### config.mk
export PLATFORM = sky130hd
export DESIGN_NAME = alu_exec_unit
export DESIGN_NICKNAME = d
export VERILOG_FILES = /design/src/rtl/alu_exec_unit.sv
export SDC_FILE = /design/constraint.sdc
export NUM_CORES = 1
export LEC_CHECK = 0
export ABC_AREA = 1
export ABC_CLOCK_PERIOD_IN_PS = 2900
export BUFFER_PORTS_ARGS = -buffer_cell sky130_fd_sc_hd__buf_2
export CAP_MARGIN = 10
export CORE_ASPECT_RATIO = 1.25
export CORE_MARGIN = 2
export CORE_UTILIZATION = 25
export CTS_BUF_LIST = sky130_fd_sc_hd__clkbuf_8
export DETAILED_ROUTE_END_ITERATION = 7
export PLACE_DENSITY = 0.46
export REMOVE_ABC_BUFFERS = 1
export SLEW_MARGIN = 25
export SYNTH_ARGS = -nofsm -noshare
export SYNTH_HDL_FRONTEND = slang
export SYNTH_SLANG_ARGS = --single-unit
### constraint.sdc
create_clock -name clk -period 2.9 [get_ports clk]
set_input_delay 0.145 -clock clk [delete_from_list [all_inputs] [get_ports clk]]
set_output_delay 0.145 -clock clk [all_outputs]
set_load 0.02 [all_outputs]
### src/rtl/alu_exec_unit.sv
// alu_exec_unit
//   Execute-stage ALU. Consumes alu_ctrl/cmp_ctrl from the ALU control decoder,
//   returns a registered result and a branch-compare flag. Single-cycle ops
//   retire with latency 1. Shifts iterate SHIFT_STEP bits per cycle.
//
//   Build option: define ALU_EXEC_BARREL_SHIFT_EN to make shifts single-cycle
//   (barrel shifter). In that build the SHIFT state is never entered, busy
//   stays 0 and SHIFT_STEP has no effect.
//
// Ports
//   clk        in   system clock
//   rst_n      in   asynchronous active-low reset
//   in_valid   in   request valid
//   in_ready   out  unit can accept a request (IDLE only)
//   alu_ctrl   in   ADD=0 SUB=1 XOR=2 OR=3 AND=4 SLL=5 SRL=6 SRA=7, 8..15 NOP
//   cmp_ctrl   in   EQ=0 NE=1 LT=2 GE=3 LTU=4 GEU=5, 6..7 give flag 0
//   op_a       in   operand A (rs1)
//   op_b       in   operand B (rs2 or immediate)
//   out_valid  out  result valid
//   out_ready  in   consumer accepts result
//   result     out  ALU result
//   cmp_flag   out  compare outcome
//   busy       out  shift iteration in progress
//
// State  | meaning
// IDLE   | waiting for a request, in_ready=1
// SHIFT  | iterative shift running, busy=1
// DONE   | result held until out_valid && out_ready
module alu_exec_unit #(
  parameter int XLEN       = 32,
  parameter int SHIFT_STEP = 4
) (
  input  logic            clk,
  input  logic            rst_n,
  input  logic            in_valid,
  output logic            in_ready,
  input  logic [3:0]      alu_ctrl,
  input  logic [2:0]      cmp_ctrl,
  input  logic [XLEN-1:0] op_a,
  input  logic [XLEN-1:0] op_b,
  output logic            out_valid,
  input  logic            out_ready,
  output logic [XLEN-1:0] result,
  output logic            cmp_flag,
  output logic            busy
);

  localparam int SH_W = $clog2(XLEN);
  localparam logic [SH_W:0] STEP_C = (SH_W+1)'(SHIFT_STEP);

  typedef enum logic [1:0] {IDLE, SHIFT, DONE} state_t;

  state_t          state_q, state_d;
  logic [XLEN-1:0] work_q, work_d;
  logic [XLEN-1:0] result_q, result_d;
  logic [SH_W-1:0] rem_q, rem_d;
  logic [1:0]      kind_q, kind_d;
  logic            sign_q, sign_d;
  logic            cmp_q, cmp_d;

  // kind: 0=SLL 1=SRL 2=SRA. SRA fills with the sign captured at accept,
  // not the current MSB of the working value.
  function automatic logic [XLEN-1:0] shift_by(input logic [1:0] kind,
                                               input logic [XLEN-1:0] val,
                                               input logic [SH_W-1:0] amt,
                                               input logic sign);
    logic [XLEN-1:0] fill;
    fill = ~({XLEN{1'b1}} >> amt);
    case (kind)
      2'd0:    return val << amt;
      2'd1:    return val >> amt;
      default: return (val >> amt) | (sign ? fill : '0);
    endcase
  endfunction

  logic            eq, lt_s, lt_u, cmp_now;
  logic [XLEN-1:0] alu_now;
  logic            is_shift;
  logic [1:0]      kind_in;
  logic [SH_W-1:0] shamt;
  logic [SH_W-1:0] step_amt, rem_left;
  logic [XLEN-1:0] shifted;

  always_comb begin
    eq   = (op_a == op_b);
    lt_s = ($signed(op_a) < $signed(op_b));
    lt_u = (op_a < op_b);
    case (cmp_ctrl)
      3'd0:    cmp_now = eq;
      3'd1:    cmp_now = !eq;
      3'd2:    cmp_now = lt_s;
      3'd3:    cmp_now = !lt_s;
      3'd4:    cmp_now = lt_u;
      3'd5:    cmp_now = !lt_u;
      default: cmp_now = 1'b0;
    endcase
  end

  always_comb begin
    case (alu_ctrl)
      4'd0:    alu_now = op_a + op_b;
      4'd1:    alu_now = op_a - op_b;
      4'd2:    alu_now = op_a ^ op_b;
      4'd3:    alu_now = op_a | op_b;
      4'd4:    alu_now = op_a & op_b;
      // NOP path carries the compare bit so SLT/SLTU fall out for free
      default: alu_now = {{(XLEN-1){1'b0}}, cmp_now};
    endcase
  end

  assign is_shift = (alu_ctrl == 4'd5) || (alu_ctrl == 4'd6) || (alu_ctrl == 4'd7);
  assign kind_in  = (alu_ctrl == 4'd5) ? 2'd0 : (alu_ctrl == 4'd6) ? 2'd1 : 2'd2;
  assign shamt    = op_b[SH_W-1:0];

  // Last iteration shifts only what is left over
  assign step_amt = ({1'b0, rem_q} < STEP_C) ? rem_q : STEP_C[SH_W-1:0];
  assign rem_left = rem_q - step_amt;
  assign shifted  = shift_by(kind_q, work_q, step_amt, sign_q);

  always_comb begin
    state_d  = state_q;
    work_d   = work_q;
    rem_d    = rem_q;
    kind_d   = kind_q;
    sign_d   = sign_q;
    result_d = result_q;
    cmp_d    = cmp_q;
    case (state_q)
      IDLE: begin
        if (in_valid) begin
          cmp_d   = cmp_now;
          state_d = DONE;
          if (is_shift) begin
`ifdef ALU_EXEC_BARREL_SHIFT_EN
            result_d = shift_by(kind_in, op_a, shamt, op_a[XLEN-1]);
`else
            if (shamt == '0) begin
              result_d = op_a;
            end else begin
              work_d  = op_a;
              rem_d   = shamt;
              kind_d  = kind_in;
              sign_d  = op_a[XLEN-1];
              state_d = SHIFT;
            end
`endif
          end else begin
            result_d = alu_now;
          end
        end
      end
      SHIFT: begin
        work_d = shifted;
        rem_d  = rem_left;
        if (rem_left == '0) begin
          result_d = shifted;
          state_d  = DONE;
        end
      end
      DONE: begin
        if (out_ready) state_d = IDLE;
      end
      default: state_d = IDLE;
    endcase
  end

  always_ff @(posedge clk or negedge rst_n) begin
    if (!rst_n) begin
      state_q  <= IDLE;
      work_q   <= '0;
      rem_q    <= '0;
      kind_q   <= 2'd0;
      sign_q   <= 1'b0;
      result_q <= '0;
      cmp_q    <= 1'b0;
    end else begin
      state_q  <= state_d;
      work_q   <= work_d;
      rem_q    <= rem_d;
      kind_q   <= kind_d;
      sign_q   <= sign_d;
      result_q <= result_d;
      cmp_q    <= cmp_d;
    end
  end

  assign in_ready  = (state_q == IDLE);
  assign out_valid = (state_q == DONE);
  assign busy      = (state_q == SHIFT);
  assign result    = result_q;
  assign cmp_flag  = cmp_q;

endmodule

==> results_tabular.tex, run 1 <==
\begin{tabular}{lr}
\hline
Metric & Value \\
\hline
\multicolumn{2}{l}{\textbf{Placement}} \\
\quad Buffers on Ports & 110 \\
\quad DP Wirelength & 46.9 mm \\
\quad DP Area & 13400 µm² \\
\quad Setup WS pre-CTS & 0.0861 ns \\
\quad Final weighted congestion of routability-driven global placement & 1.00 \\
\quad Number of cells after detailed placement & 2664 \\
\multicolumn{2}{l}{\textbf{Logic synthesis}} \\
\quad Gate Count Post-Synth & 1952 \\
\quad Most frequent cell after synthesis & sky130\_fd\_sc\_hd\_\_nand2\_1 \\
\quad Register area share after synthesis & 16.2\% \\
\quad Count of unique library cells instantiated by Yosys & 55 \\
\quad Syn Std Cell Area & 11600 µm² \\
\quad Seq cells post-synth & 75 \\
\quad Avg Cell Area, Syn & 5.94 µm² \\
\quad Synth top area cells & sky130\_fd\_sc\_hd\_\_dfrtp\_1 (16\%), sky130\_fd\_sc\_hd\_\_nand2\_1 (15\%), sky130\_fd\_sc\_hd\_\_ha\_1 (12\%) \\
\quad Top-area cell type share of the netlist area & 16.2\% \\
\quad Number of flops mapped to enable cells by yosys & 0 \\
\quad Synth warnings & 0 \\
\quad Synth area leader & sky130\_fd\_sc\_hd\_\_dfrtp\_1 \\
\quad Async SR Flop Fraction & 100\% \\
\quad Top\_reg\_cell synth & sky130\_fd\_sc\_hd\_\_dfrtp\_1 \\
\quad Top cells by count, synth & sky130\_fd\_sc\_hd\_\_nand2\_1 (475), sky130\_fd\_sc\_hd\_\_inv\_1 (266), sky130\_fd\_sc\_hd\_\_nor2\_1 (180) \\
\multicolumn{2}{l}{\textbf{Worst setup path}} \\
\quad Crit start category & register \\
\quad Critical path arrival & 3.00 ns \\
\quad Type of the setup path with the least slack & register to register \\
\quad Data required time at the worst endpoint & 3.17 ns \\
\quad R2R Setup Slk & 0.16 ns \\
\quad Kind of capture point of the worst setup path & register \\
\quad Maximum fanout along the worst path & 23 \\
\multicolumn{2}{l}{\textbf{Final layout}} \\
\quad Proportion of layout cells with a drive suffix above 1 & 13.5\% \\
\quad Fraction of the core area covered by cells at the end of the flow & 29.7\% \\
\quad Area growth from synthesis to layout & 17.9\% \\
\quad Final cell count without fillers & 2682 \\
\quad Filler cell count & 5296 \\
\quad Total number of nets in the final design & 2281 \\
\quad Final std cell area, no fill & 13700 µm² \\
\multicolumn{2}{l}{\textbf{Detailed routing}} \\
\quad Average wire length per cell after detail routing & 21.3 µm \\
\quad Detailed-route DRC error count & 0 \\
\quad Length of routed met3 wiring & 2.07 mm \\
\quad Detailed-routed wire length on met2 & 28.9 mm \\
\quad First DRT Iteration DRCs & 1115 \\
\quad Total iterations of the first detailed-routing run & 6 \\
\quad Remaining antenna violation count & 0 \\
\quad Wirelength, routed & 57.0 mm \\
\quad Highest metal used & met4 \\
\quad DR vias & 14000 \\
\quad Routed length on met1 & 24.2 mm \\
\quad Per-cell via count in the routed design & 5.22 \\
\multicolumn{2}{l}{\textbf{CTS}} \\
\quad Max Buffers Root-to-Sink & 2 \\
\quad Number of buffers created by CTS & 9 \\
\quad Buffer cell driving the clock tree root & sky130\_fd\_sc\_hd\_\_clkbuf\_8 \\
\quad Clock tree from TritonCTS & yes \\
\quad Clock Sinks & 75 \\
\quad Number of setup buffers added after CTS & 0 \\
\quad Source-to-sink clock delay at the later pin of the worst-skew pair & 0.40 ns \\
\quad Register clock-pin slew on the reported worst setup and hold paths & 0.08 ns \\
\quad CTS H-tree lvls & 3 \\
\multicolumn{2}{l}{\textbf{GRT}} \\
\quad Via count of the first global-routing pass & 13900 \\
\quad Global-route wire length before repair & 84.7 mm \\
\quad Total grt overflow & 0 \\
\quad Global-route total usage across every layer & 23.5\% \\
\quad Pin count of the biggest net entering global routing & 52 \\
\quad Initial antenna violation count & 1 \\
\multicolumn{2}{l}{\textbf{Floorplanning}} \\
\quad Area of the die & 48100 µm² \\
\quad Placement Rows & 88 \\
\quad Die width & 197 µm \\
\quad Starting utilization of the core area & 25.2\% \\
\quad Placeable core area & 46000 µm² \\
\quad Top-level I/O count & 111 \\
\quad Floorplan die height & 245 µm \\
\multicolumn{2}{l}{\textbf{Run status}} \\
\quad Run status & finished clean \\
\multicolumn{2}{l}{\textbf{Power and ir drop}} \\
\quad Worst ir drop on vdd & 0.321 mV \\
\quad Cell Pwr Density & 794 nW/µm² \\
\quad Power, Total & 10.9 mW \\
\quad LEAKAGE & 6.91 nW \\
\multicolumn{2}{l}{\textbf{Timing}} \\
\quad Worst Clk Skew & 0.0186 ns \\
\quad Final worst setup slack & 0.163 ns \\
\quad Share of the cycle needed by the critical path after routing & 94.4\% \\
\quad Worst slew margin & 48.2\% \\
\quad RSZ-0062 raised after global routing & no \\
\quad Max-slew violations & 0 \\
\quad Time the worst path needs with I/O delays and setup & 2.74 ns \\
\quad Achievable clock frequency & 0.365 GHz \\
\quad Tightest hold margin & 0.0859 ns \\
\quad Final setup vio count & 0 \\
\quad Final-report hold violation count & 0 \\
\quad Post-Route Setup TNS & 0 ns \\
\quad Transition time at the pin with the least slew margin & 0.769 ns \\
\multicolumn{2}{l}{\textbf{Min path}} \\
\quad Worst min-delay path category & primary input to register \\
\multicolumn{2}{l}{\textbf{Job}} \\
\quad Number of max-cap violations & 0 \\
\hline
\end{tabular}
[metal layers]
layer	vias up	global-route usage, %
li1	6743	-
met1	6720	29.1
met2	439	42.7
met3	88	1.55
met4	0	8.23
met5	-	0
[worst max-delay path, stage by stage, from the launching register on]
cell                        delay [ns]
sky130_fd_sc_hd__dfrtp_1          0.41
sky130_fd_sc_hd__nor2_2           0.15
sky130_fd_sc_hd__nand2_4          0.06
sky130_fd_sc_hd__buf_4            0.21
sky130_fd_sc_hd__inv_4            0.08
sky130_fd_sc_hd__nand2_4          0.17
sky130_fd_sc_hd__buf_12           0.23
sky130_fd_sc_hd__buf_12           0.15
sky130_fd_sc_hd__o21ai_0          0.24
sky130_fd_sc_hd__nand2_1          0.08
sky130_fd_sc_hd__o2111ai_1        0.12
sky130_fd_sc_hd__o211ai_1         0.19
sky130_fd_sc_hd__nand2_1          0.14
sky130_fd_sc_hd__nand2_1          0.06
sky130_fd_sc_hd__nor2_1           0.22
sky130_fd_sc_hd__a2bb2oi_2        0.09
[registers in the layout, summed over array words and instances (netlist names)]
signal / flops
result: 32
work_q: 32
rem_q: 5
kind_q: 2
state_q: 2
cmp_flag: 1
sign_q: 1
[placed cells by master, fill, tap and decap left out, drive strengths merged, types with 12 or more instances in the layout]
cell type / n
or2: 41
nor2: 185
nor3: 31
inv: 272
o21a: 15
o21bai: 12
nand2: 482
nand3: 152
o21ai: 174
dfrtp: 75
nand4: 14
buf: 217
a21oi: 143
a221oi: 23
o22ai: 22
o211ai: 28
o221ai: 22
ha: 112
[report_power, final]
part           switching (mW)  internal (mW)  total [mW]
logic                    5.05           2.65        7.70
clock network           0.455          0.676        1.13
registers               0.474           1.55        2.03
total                    5.98           4.88        10.9
[logic make-up after synthesis]
logic type / count (synthesis) / synth area share (%)
AND/OR/NAND/NOR: 917 / 33.8
AO/OA/AOI/OAI: 477 / 25.0
buffers and inverters: 367 / 12.5
adder cells (fa/ha/maj): 114 / 12.4
flip-flops: 75 / 16.2
multiplexers: 1 / 0.0863
other: 1 / 0.0323
[cell type report]
cell class	count	area, µm²	share of cell area [%]
tap	585	732	5.36
sequential	75	1880	13.7
timing repair buffer	219	1480	10.8
clock inverter	5	125	0.915
inverter	277	1040	7.63
clock buffer	10	138	1.01
antenna	1	2.50	0.0183
multi-input combinational	1510	8270	60.5
[final timing paths]
| path | startpoint | endpoint | cells after the start |
|---|---|---|---|
| setup / recovery | rem_q[4] | result[26] | 15 |
| max in group asynchronous | rst_n | rem_q[4] | 3 |
| min in group asynchronous | rst_n | result[28] | 2 |
| setup reg to reg | rem_q[4] | result[26] | 15 |
| hold / removal | op_a[31] | sign_q | 3 |
| hold reg to reg | result[6] | result[6] | 1 |
[timing repair]
action | 4_1_cts | 5_1_grt
hold endpoints to repair | 28 | 0
endpoints found under the setup margin | 0 | 7
hold buffers | 1 | 0
resized for setup | 0 | 1
Note: power is estimated with default switching activity, not from simulation.
==> inputs of run 2 (changes only) <==
Settings changed: ABC_CLOCK_PERIOD_IN_PS 2900 to not set, PLACE_DENSITY 0.46 to 0.45, SKIP_LAST_GASP set to 1.
==> run 2 against run 1 <==
Effect of this change: global-route usage fell by 0.50 points; cell area fell by 1.4%; wire length fell by 1.1%; count of clock-buffer cells in the layout fell by 1; critical endpoint is now result[25].
==> results_tabular.tex, run 2 (synthesis gave the netlist of run 1 again) <==
\begin{tabular}{lr}
\hline
Metric & Value \\
\hline
\multicolumn{2}{l}{\textbf{Floorplanning}} \\
\quad Floorplan die height & 245 µm (unchanged) \\
\quad Placeable core area & 46000 µm² (unchanged) \\
\quad Starting utilization of the core area & 25.2\% (unchanged) \\
\quad Die width & 197 µm (unchanged) \\
\quad Placement Rows & 88 (unchanged) \\
\quad Top-level I/O count & 111 (unchanged) \\
\quad Area of the die & 48100 µm² (unchanged) \\
\multicolumn{2}{l}{\textbf{Worst setup path}} \\
\quad R2R Setup Slk & 0.25 ns (was 0.16 ns) \\
\quad RR Endpoint & result[25] (was result[26]) \\
\quad Crit start category & register (unchanged) \\
\quad Type of the setup path with the least slack & register to register (unchanged) \\
\quad Kind of capture point of the worst setup path & register (unchanged) \\
\quad Data required time at the worst endpoint & 3.23 ns (was 3.17 ns) \\
\quad Reg-to-reg critical path startpoint & rem\_q[4] (unchanged) \\
\quad Maximum fanout along the worst path & 51 (was 23) \\
\quad Critical path arrival & 2.98 ns (was 3.00 ns) \\
\quad Worst Reg-to-Reg Cells & 11 (was 15) \\
\multicolumn{2}{l}{\textbf{Timing}} \\
\quad Transition time at the pin with the least slew margin & 0.643 ns (was 0.769 ns) \\
\quad Final-report hold violation count & 0 (unchanged) \\
\quad Worst slew margin & 56.7\% (was 48.2\%) \\
\quad Worst Clk Skew & 0.0123 ns (was 0.0186 ns) \\
\quad Achievable clock frequency & 0.378 GHz (was 0.365 GHz) \\
\quad RSZ-0062 raised after global routing & no (unchanged) \\
\quad Final setup vio count & 0 (unchanged) \\
\quad Share of the cycle needed by the critical path after routing & 91.3\% (was 94.4\%) \\
\quad Post-Route Setup TNS & 0 ns (unchanged) \\
\quad Max-slew violations & 0 (unchanged) \\
\quad Time the worst path needs with I/O delays and setup & 2.65 ns (was 2.74 ns) \\
\multicolumn{2}{l}{\textbf{CTS}} \\
\quad Register clock-pin slew on the reported worst setup and hold paths & 0.10 ns (was 0.08 ns) \\
\quad Clock tree from TritonCTS & yes (unchanged) \\
\quad Number of buffers created by CTS & 9 (unchanged) \\
\quad Post-cts repair resize count & 0 (unchanged) \\
\quad Clock Sinks & 75 (unchanged) \\
\quad Buffer cell driving the clock tree root & sky130\_fd\_sc\_hd\_\_clkbuf\_8 (unchanged) \\
\quad Source-to-sink clock delay at the later pin of the worst-skew pair & 0.40 ns (about the same) \\
\quad CTS H-tree lvls & 3 (unchanged) \\
\quad Max Buffers Root-to-Sink & 2 (unchanged) \\
\quad Post-CTS Hold Buffers & 1 (unchanged) \\
\quad Number of setup buffers added after CTS & 0 (unchanged) \\
\multicolumn{2}{l}{\textbf{Power and ir drop}} \\
\quad LEAKAGE & 6.81 nW (was 6.91 nW) \\
\quad Worst ir drop on vdd & 0.342 mV (was 0.321 mV) \\
\quad Sequential share of power & 19.2\% (was 18.7\%) \\
\quad Internal cell power & 4.52 mW (was 4.88 mW) \\
\quad Cell Pwr Density & 778 nW/µm² (was 794 nW/µm²) \\
\quad Share of total power in combinational logic & 71.7\% (was 70.9\%) \\
\quad Switching power & 5.96 mW (was 5.98 mW) \\
\quad Net switching share of the total power & 56.9\% (was 55.0\%) \\
\quad Fraction of power consumed by the clock network & 9.1\% (was 10.4\%) \\
\multicolumn{2}{l}{\textbf{Min path}} \\
\quad Worst min-delay path category & primary input to register (unchanged) \\
\quad Depth of the worst hold-timing path & 3 (unchanged) \\
\quad Capture endpoint of the worst hold path & sign\_q (unchanged) \\
\quad Min-delay src & op\_a[31] (unchanged) \\
\multicolumn{2}{l}{\textbf{Final layout}} \\
\quad Proportion of layout cells with a drive suffix above 1 & 13.2\% (was 13.5\%) \\
\quad Filler cell count & 5254 (was 5296) \\
\quad Most frequent standard cell in the layout excluding fill and tap cells & sky130\_fd\_sc\_hd\_\_nand2\_1 (unchanged) \\
\quad Total number of nets in the final design & 2272 (was 2281) \\
\quad Final std cell area, no fill & 13500 µm² (was 13700 µm²) \\
\quad Combined flip-flop and latch cell area & 1880 µm² (unchanged) \\
\quad Area growth from synthesis to layout & 16.3\% (was 17.9\%) \\
\quad Multi-input logic area & 8270 µm² (unchanged) \\
\quad Highest-count cells in the layout ignoring fill and taps & sky130\_fd\_sc\_hd\_\_nand2\_1 (475), sky130\_fd\_sc\_hd\_\_inv\_1 (266), sky130\_fd\_sc\_hd\_\_nor2\_1 (179) (unchanged) \\
\multicolumn{2}{l}{\textbf{GRT}} \\
\quad Pin count of the biggest net entering global routing & 52 (unchanged) \\
\quad Global-route wire length before repair & 83.2 mm (was 84.7 mm) \\
\quad Initial antenna violation count & 1 (unchanged) \\
\quad Via count of the first global-routing pass & 13500 (was 13900) \\
\quad Total grt overflow & 0 (unchanged) \\
\quad Global-route total usage across every layer & 23.0\% (was 23.5\%) \\
\multicolumn{2}{l}{\textbf{Detailed routing}} \\
\quad Detailed-route DRC error count & 0 (unchanged) \\
\quad Per-cell via count in the routed design & 5.20 (was 5.22) \\
\quad Average wire length per cell after detail routing & 21.1 µm (was 21.3 µm) \\
\quad Wirelength, routed & 56.4 mm (was 57.0 mm) \\
\quad Remaining antenna violation count & 0 (unchanged) \\
\quad DR vias & 13900 (was 14000) \\
\quad Total iterations of the first detailed-routing run & 6 (unchanged) \\
\quad First DRT Iteration DRCs & 1066 (was 1115) \\
\multicolumn{2}{l}{\textbf{Placement}} \\
\quad Buffers on Ports & 110 (unchanged) \\
\quad Final weighted congestion of routability-driven global placement & 0.964 (was 1.00) \\
\quad DP Area & 13300 µm² (was 13400 µm²) \\
\quad DP Wirelength & 46.0 mm (was 46.9 mm) \\
\multicolumn{2}{l}{\textbf{Job}} \\
\quad Number of max-cap violations & 0 (unchanged) \\
\multicolumn{2}{l}{\textbf{Run status}} \\
\quad Run status & finished clean (unchanged) \\
\hline
\end{tabular}
run 2: cell types whose count changed in the layout (fill, tap and decap cells not counted), sizes merged:
cell    before  now
buf        217  209
bufinv       4    1
clkbuf      11    9
clkinv       6    5
inv        272  278
run 2: worst max-delay path by stage:
stage	start	to	slack (ns)	cells past startpoint
4_1_cts	rem_q[4]	result[25]	0.22	11
6_report	rem_q[4]	result[25]	0.25	11
3_3_place_gp	op_a[0]	result[10]	-0.03	16
2_1_floorplan	state_q[1]	result[23]	-0.78	8
3_5_place_dp	op_a[27]	result[0]	-0.006	19
5_1_grt	rem_q[4]	result[25]	0.03	11
run 2: final cells by class:
cell class / instances / area share (%)
Timing Repair Buffer: 210 / 9.97
Inverter: 277 / 7.73
Multi-Input combinational cell: 1510 / 61.4
Clock inverter: 7 / 0.650
Clock buffer: 9 / 0.919
Tap cell: 585 / 5.43
Antenna cell: 1 / 0.0186
Sequential cell: 75 / 13.9
run 2: power by group through the flow:
stage	combinational, mW	clock, mW	sequential, mW
after floorplan	4.52	0	2.14
after global placement	7.45	0	2.03
after detailed placement	7.42	0	2.03
after CTS	7.45	0.982	2.01
after global routing	8.31	1.02	2.05
final	7.52	0.956	2.01
run 2: worst max-delay path, stage by stage (launching register included):
cell and delay (ns):
sky130_fd_sc_hd__dfrtp_1 0.41, sky130_fd_sc_hd__nor2_2 0.15, sky130_fd_sc_hd__nand2_4 0.09, sky130_fd_sc_hd__buf_4 0.22
sky130_fd_sc_hd__nor2_2 0.13, sky130_fd_sc_hd__buf_4 0.46, sky130_fd_sc_hd__nand2_1 0.14, sky130_fd_sc_hd__o211ai_1 0.17
sky130_fd_sc_hd__o211ai_1 0.17, sky130_fd_sc_hd__a21oi_1 0.28, sky130_fd_sc_hd__nor2_1 0.14, sky130_fd_sc_hd__a21oi_1 0.16
run 2: routing by layer:
layer  track usage, %  vias to the layer above  routed length (µm)
met4             8.18                        0                1830
met2             41.5                      464               28000
met5                0                        -                   0
met3             1.39                       76                2360
met1             28.7                     6640               24100
li1                 -                     6728                   -
run 2: stage by stage:
step	instances	hold slack, ns	setup slack (ns)	power (mW)	utilization [%]
finish	2674	0.0864	0.253	10.5	29.3
global route	2674	0.0941	0.0253	11.4	29.3
CTS	2673	0.0605	0.221	10.4	29.3
detailed placement	2656	0.199	-0.00589	9.45	28.8
global placement	2656	0.202	-0.0318	9.48	28.8
floorplan	1862	-0.151	-0.780	6.66	-
==> inputs of run 3 (changes only) <==
Settings changed: CORE_ASPECT_RATIO 1.25 to 0.6, CTS_CLUSTER_DIAMETER set to 50, MAX_ROUTING_LAYER set to met4.
==> run 3 against run 2 <==
Effect of this change: cell area is 4.5% higher; critical path type unchanged; via count increased by 3.9%; wire length rose by 8.8%; first-iteration DRC count grew 69%; sequential share of layout area down 0.60 points.
==> results_tabular.tex, run 3 (synthesis gave the netlist of run 1 again) <==
\begin{tabular}{lr}
\hline
Metric & Value \\
\hline
\multicolumn{2}{l}{\textbf{Final layout}} \\
\quad Final std cell area, no fill & 14100 µm² (was 13500 µm²) \\
\quad Filler cell count & 5257 (was 5254) \\
\quad Multi-input logic area & 8270 µm² (about the same) \\
\quad Area growth from synthesis to layout & 21.5\% (was 16.3\%) \\
\quad Combined flip-flop and latch cell area & 1880 µm² (unchanged) \\
\quad Most frequent standard cell in the layout excluding fill and tap cells & sky130\_fd\_sc\_hd\_\_nand2\_1 (unchanged) \\
\quad Number of antenna diodes & 0 (was 1) \\
\quad Proportion of layout cells with a drive suffix above 1 & 15.9\% (was 13.2\%) \\
\quad Highest-count cells in the layout ignoring fill and taps & sky130\_fd\_sc\_hd\_\_nand2\_1 (475), sky130\_fd\_sc\_hd\_\_inv\_1 (267), sky130\_fd\_sc\_hd\_\_nor2\_1 (178) (was sky130\_fd\_sc\_hd\_\_nand2\_1 (475), sky130\_fd\_sc\_hd\_\_inv\_1 (266), sky130\_fd\_sc\_hd\_\_nor2\_1 (179)) \\
\quad Total number of nets in the final design & 2337 (was 2272) \\
\multicolumn{2}{l}{\textbf{Timing}} \\
\quad Max-slew violations & 0 (unchanged) \\
\quad Achievable clock frequency & 0.370 GHz (was 0.378 GHz) \\
\quad Tightest hold margin & 0.0897 ns (was 0.0864 ns) \\
\quad Time the worst path needs with I/O delays and setup & 2.70 ns (was 2.65 ns) \\
\quad Final-report hold violation count & 0 (unchanged) \\
\quad RSZ-0062 raised after global routing & no (unchanged) \\
\quad Worst Clk Skew & 0.0184 ns (was 0.0123 ns) \\
\quad Worst slew margin & 52.9\% (was 56.7\%) \\
\quad Final worst setup slack & 0.199 ns (was 0.253 ns) \\
\quad Share of the cycle needed by the critical path after routing & 93.1\% (was 91.3\%) \\
\quad Final setup vio count & 0 (unchanged) \\
\quad Transition time at the pin with the least slew margin & 0.698 ns (was 0.643 ns) \\
\quad Post-Route Setup TNS & 0 ns (unchanged) \\
\multicolumn{2}{l}{\textbf{GRT}} \\
\quad Global-route total usage across every layer & 26.1\% (was 23.0\%) \\
\quad Global-route wire length before repair & 89.9 mm (was 83.2 mm) \\
\quad Via count of the first global-routing pass & 13500 (about the same) \\
\quad Initial antenna violation count & 0 (was 1) \\
\quad Pin count of the biggest net entering global routing & 62 (was 52) \\
\quad Total grt overflow & 0 (unchanged) \\
\multicolumn{2}{l}{\textbf{Worst setup path}} \\
\quad Maximum fanout along the worst path & 20 (was 51) \\
\quad Critical Path End & work\_q[0] (was result[25]) \\
\quad Worst Setup SP & rem\_q[4] (unchanged) \\
\quad Crit start category & register (unchanged) \\
\quad RR Endpoint & work\_q[0] (was result[25]) \\
\quad Kind of capture point of the worst setup path & register (unchanged) \\
\quad Reg-to-reg critical path startpoint & rem\_q[4] (unchanged) \\
\quad R2R Setup Slk & 0.20 ns (was 0.25 ns) \\
\quad Worst Reg-to-Reg Cells & 14 (was 11) \\
\quad Data required time at the worst endpoint & 3.22 ns (was 3.23 ns) \\
\quad Critical path arrival & 3.03 ns (was 2.98 ns) \\
\quad Type of the setup path with the least slack & register to register (unchanged) \\
\multicolumn{2}{l}{\textbf{CTS}} \\
\quad Buffer cell driving the clock tree root & sky130\_fd\_sc\_hd\_\_clkbuf\_8 (unchanged) \\
\quad CTS H-tree lvls & 3 (unchanged) \\
\quad Number of setup buffers added after CTS & 0 (unchanged) \\
\quad Source-to-sink clock delay at the later pin of the worst-skew pair & 0.41 ns (was 0.40 ns) \\
\quad Number of buffers created by CTS & 9 (unchanged) \\
\quad Clock Sinks & 75 (unchanged) \\
\quad Register clock-pin slew on the reported worst setup and hold paths & 0.11 ns (was 0.10 ns) \\
\quad Clock tree from TritonCTS & yes (unchanged) \\
\quad Max Buffers Root-to-Sink & 2 (unchanged) \\
\multicolumn{2}{l}{\textbf{Detailed routing}} \\
\quad Average wire length per cell after detail routing & 22.0 µm (was 21.1 µm) \\
\quad First DRT Iteration DRCs & 1802 (was 1066) \\
\quad Total iterations of the first detailed-routing run & 6 (unchanged) \\
\quad Wirelength, routed & 61.3 mm (was 56.4 mm) \\
\quad Remaining antenna violation count & 0 (unchanged) \\
\quad DR vias & 14500 (was 13900) \\
\quad Detailed-route DRC error count & 0 (unchanged) \\
\quad Per-cell via count in the routed design & 5.19 (was 5.20) \\
\multicolumn{2}{l}{\textbf{Min path}} \\
\quad Worst min-delay path category & primary input to register (unchanged) \\
\multicolumn{2}{l}{\textbf{Floorplanning}} \\
\quad Placement Rows & 61 (was 88) \\
\quad Die width & 282 µm (was 197 µm) \\
\quad Placeable core area & 46000 µm² (about the same) \\
\quad Area of the die & 48200 µm² (was 48100 µm²) \\
\quad Starting utilization of the core area & 25.2\% (about the same) \\
\quad Top-level I/O count & 111 (unchanged) \\
\quad Floorplan die height & 171 µm (was 245 µm) \\
\multicolumn{2}{l}{\textbf{Placement}} \\
\quad DP Area & 13900 µm² (was 13300 µm²) \\
\quad Buffers on Ports & 110 (unchanged) \\
\quad Setup WS pre-CTS & -0.0202 ns (was -0.00589 ns) \\
\quad Final weighted congestion of routability-driven global placement & 0.988 (was 0.964) \\
\quad DP Wirelength & 50.6 mm (was 46.0 mm) \\
\multicolumn{2}{l}{\textbf{Power and ir drop}} \\
\quad Worst ir drop on vdd & 0.448 mV (was 0.342 mV) \\
\quad Cell Pwr Density & 800 nW/µm² (was 778 nW/µm²) \\
\quad LEAKAGE & 7.15 nW (was 6.81 nW) \\
\quad Power, Total & 11.3 mW (was 10.5 mW) \\
\multicolumn{2}{l}{\textbf{Job}} \\
\quad Number of max-cap violations & 0 (unchanged) \\
\multicolumn{2}{l}{\textbf{Run status}} \\
\quad Run status & finished clean (unchanged) \\
\hline
\end{tabular}
==> run 3: where the power goes <==
part | total (mW) | internal [mW] | leakage, nW | switching, mW
sequential | 2.03 | 1.55 | 0.913 | 0.483
combinational | 8.30 | 2.90 | 6.13 | 5.39
clock | 0.938 | 0.405 | 0.102 | 0.534
==> run 3: area by class of cell <==
cell class	count	share of cell area [%]
repair buffers	275	13.5
clock buffers	9	0.879
multi-input cells	1510	58.7
inverters	277	7.40
clock inverters	7	0.542
well taps	630	5.60
flip-flops and latches	75	13.3
==> run 3: metrics by stage <==
step | util [%] | instances
floorplan | - | 1862
global placement | 30.2 | 2766
detailed placement | 30.2 | 2766
CTS | 30.6 | 2783
global route | 30.6 | 2783
finish | 30.6 | 2783
==> run 3: worst max-delay path, stage by stage (launching register included) <==
cell                      delay [ns]
sky130_fd_sc_hd__dfrtp_1        0.42
sky130_fd_sc_hd__nor2_2         0.16
sky130_fd_sc_hd__nand2_4        0.12
sky130_fd_sc_hd__inv_4          0.08
sky130_fd_sc_hd__nand2_4        0.10
sky130_fd_sc_hd__buf_12         0.18
sky130_fd_sc_hd__buf_4          0.17
sky130_fd_sc_hd__o21ai_0        0.38
sky130_fd_sc_hd__nand2_1        0.09
sky130_fd_sc_hd__o21ai_1        0.14
sky130_fd_sc_hd__or2_2          0.17
sky130_fd_sc_hd__nand4_1        0.11
sky130_fd_sc_hd__a21oi_1        0.31
sky130_fd_sc_hd__a21oi_1        0.08
sky130_fd_sc_hd__o21ai_1        0.12
==> run 3: routing by layer <==
metal / global-route usage (%) / vias to the layer above / wire, µm
met4: 3.65 / 0 / 798
met2: 32.9 / 710 / 22100
li1: - / 6852 / -
met1: 40.3 / 6854 / 31600
met5: - / - / 0
met3: 7.46 / 41 / 6770
==> run 3: worst min-delay path by stage <==
stage,end,from,slack (ns),cells past startpoint
final,work_q[30],op_a[30],0.09,2
after detailed placement,work_q[7],rst_n,0.21,1
after global routing,work_q[30],op_a[30],0.10,2
after CTS,work_q[30],op_a[30],0.05,2
after floorplan,cmp_flag,rst_n,-0.15,0
after global placement,work_q[7],rst_n,0.21,1
==> run 3: what timing repair did <==
item,CTS,global route
endpoints found under the setup margin,0,0
gates resized for setup,0,0
endpoints found under the hold margin,41,0
hold buffers,1,0
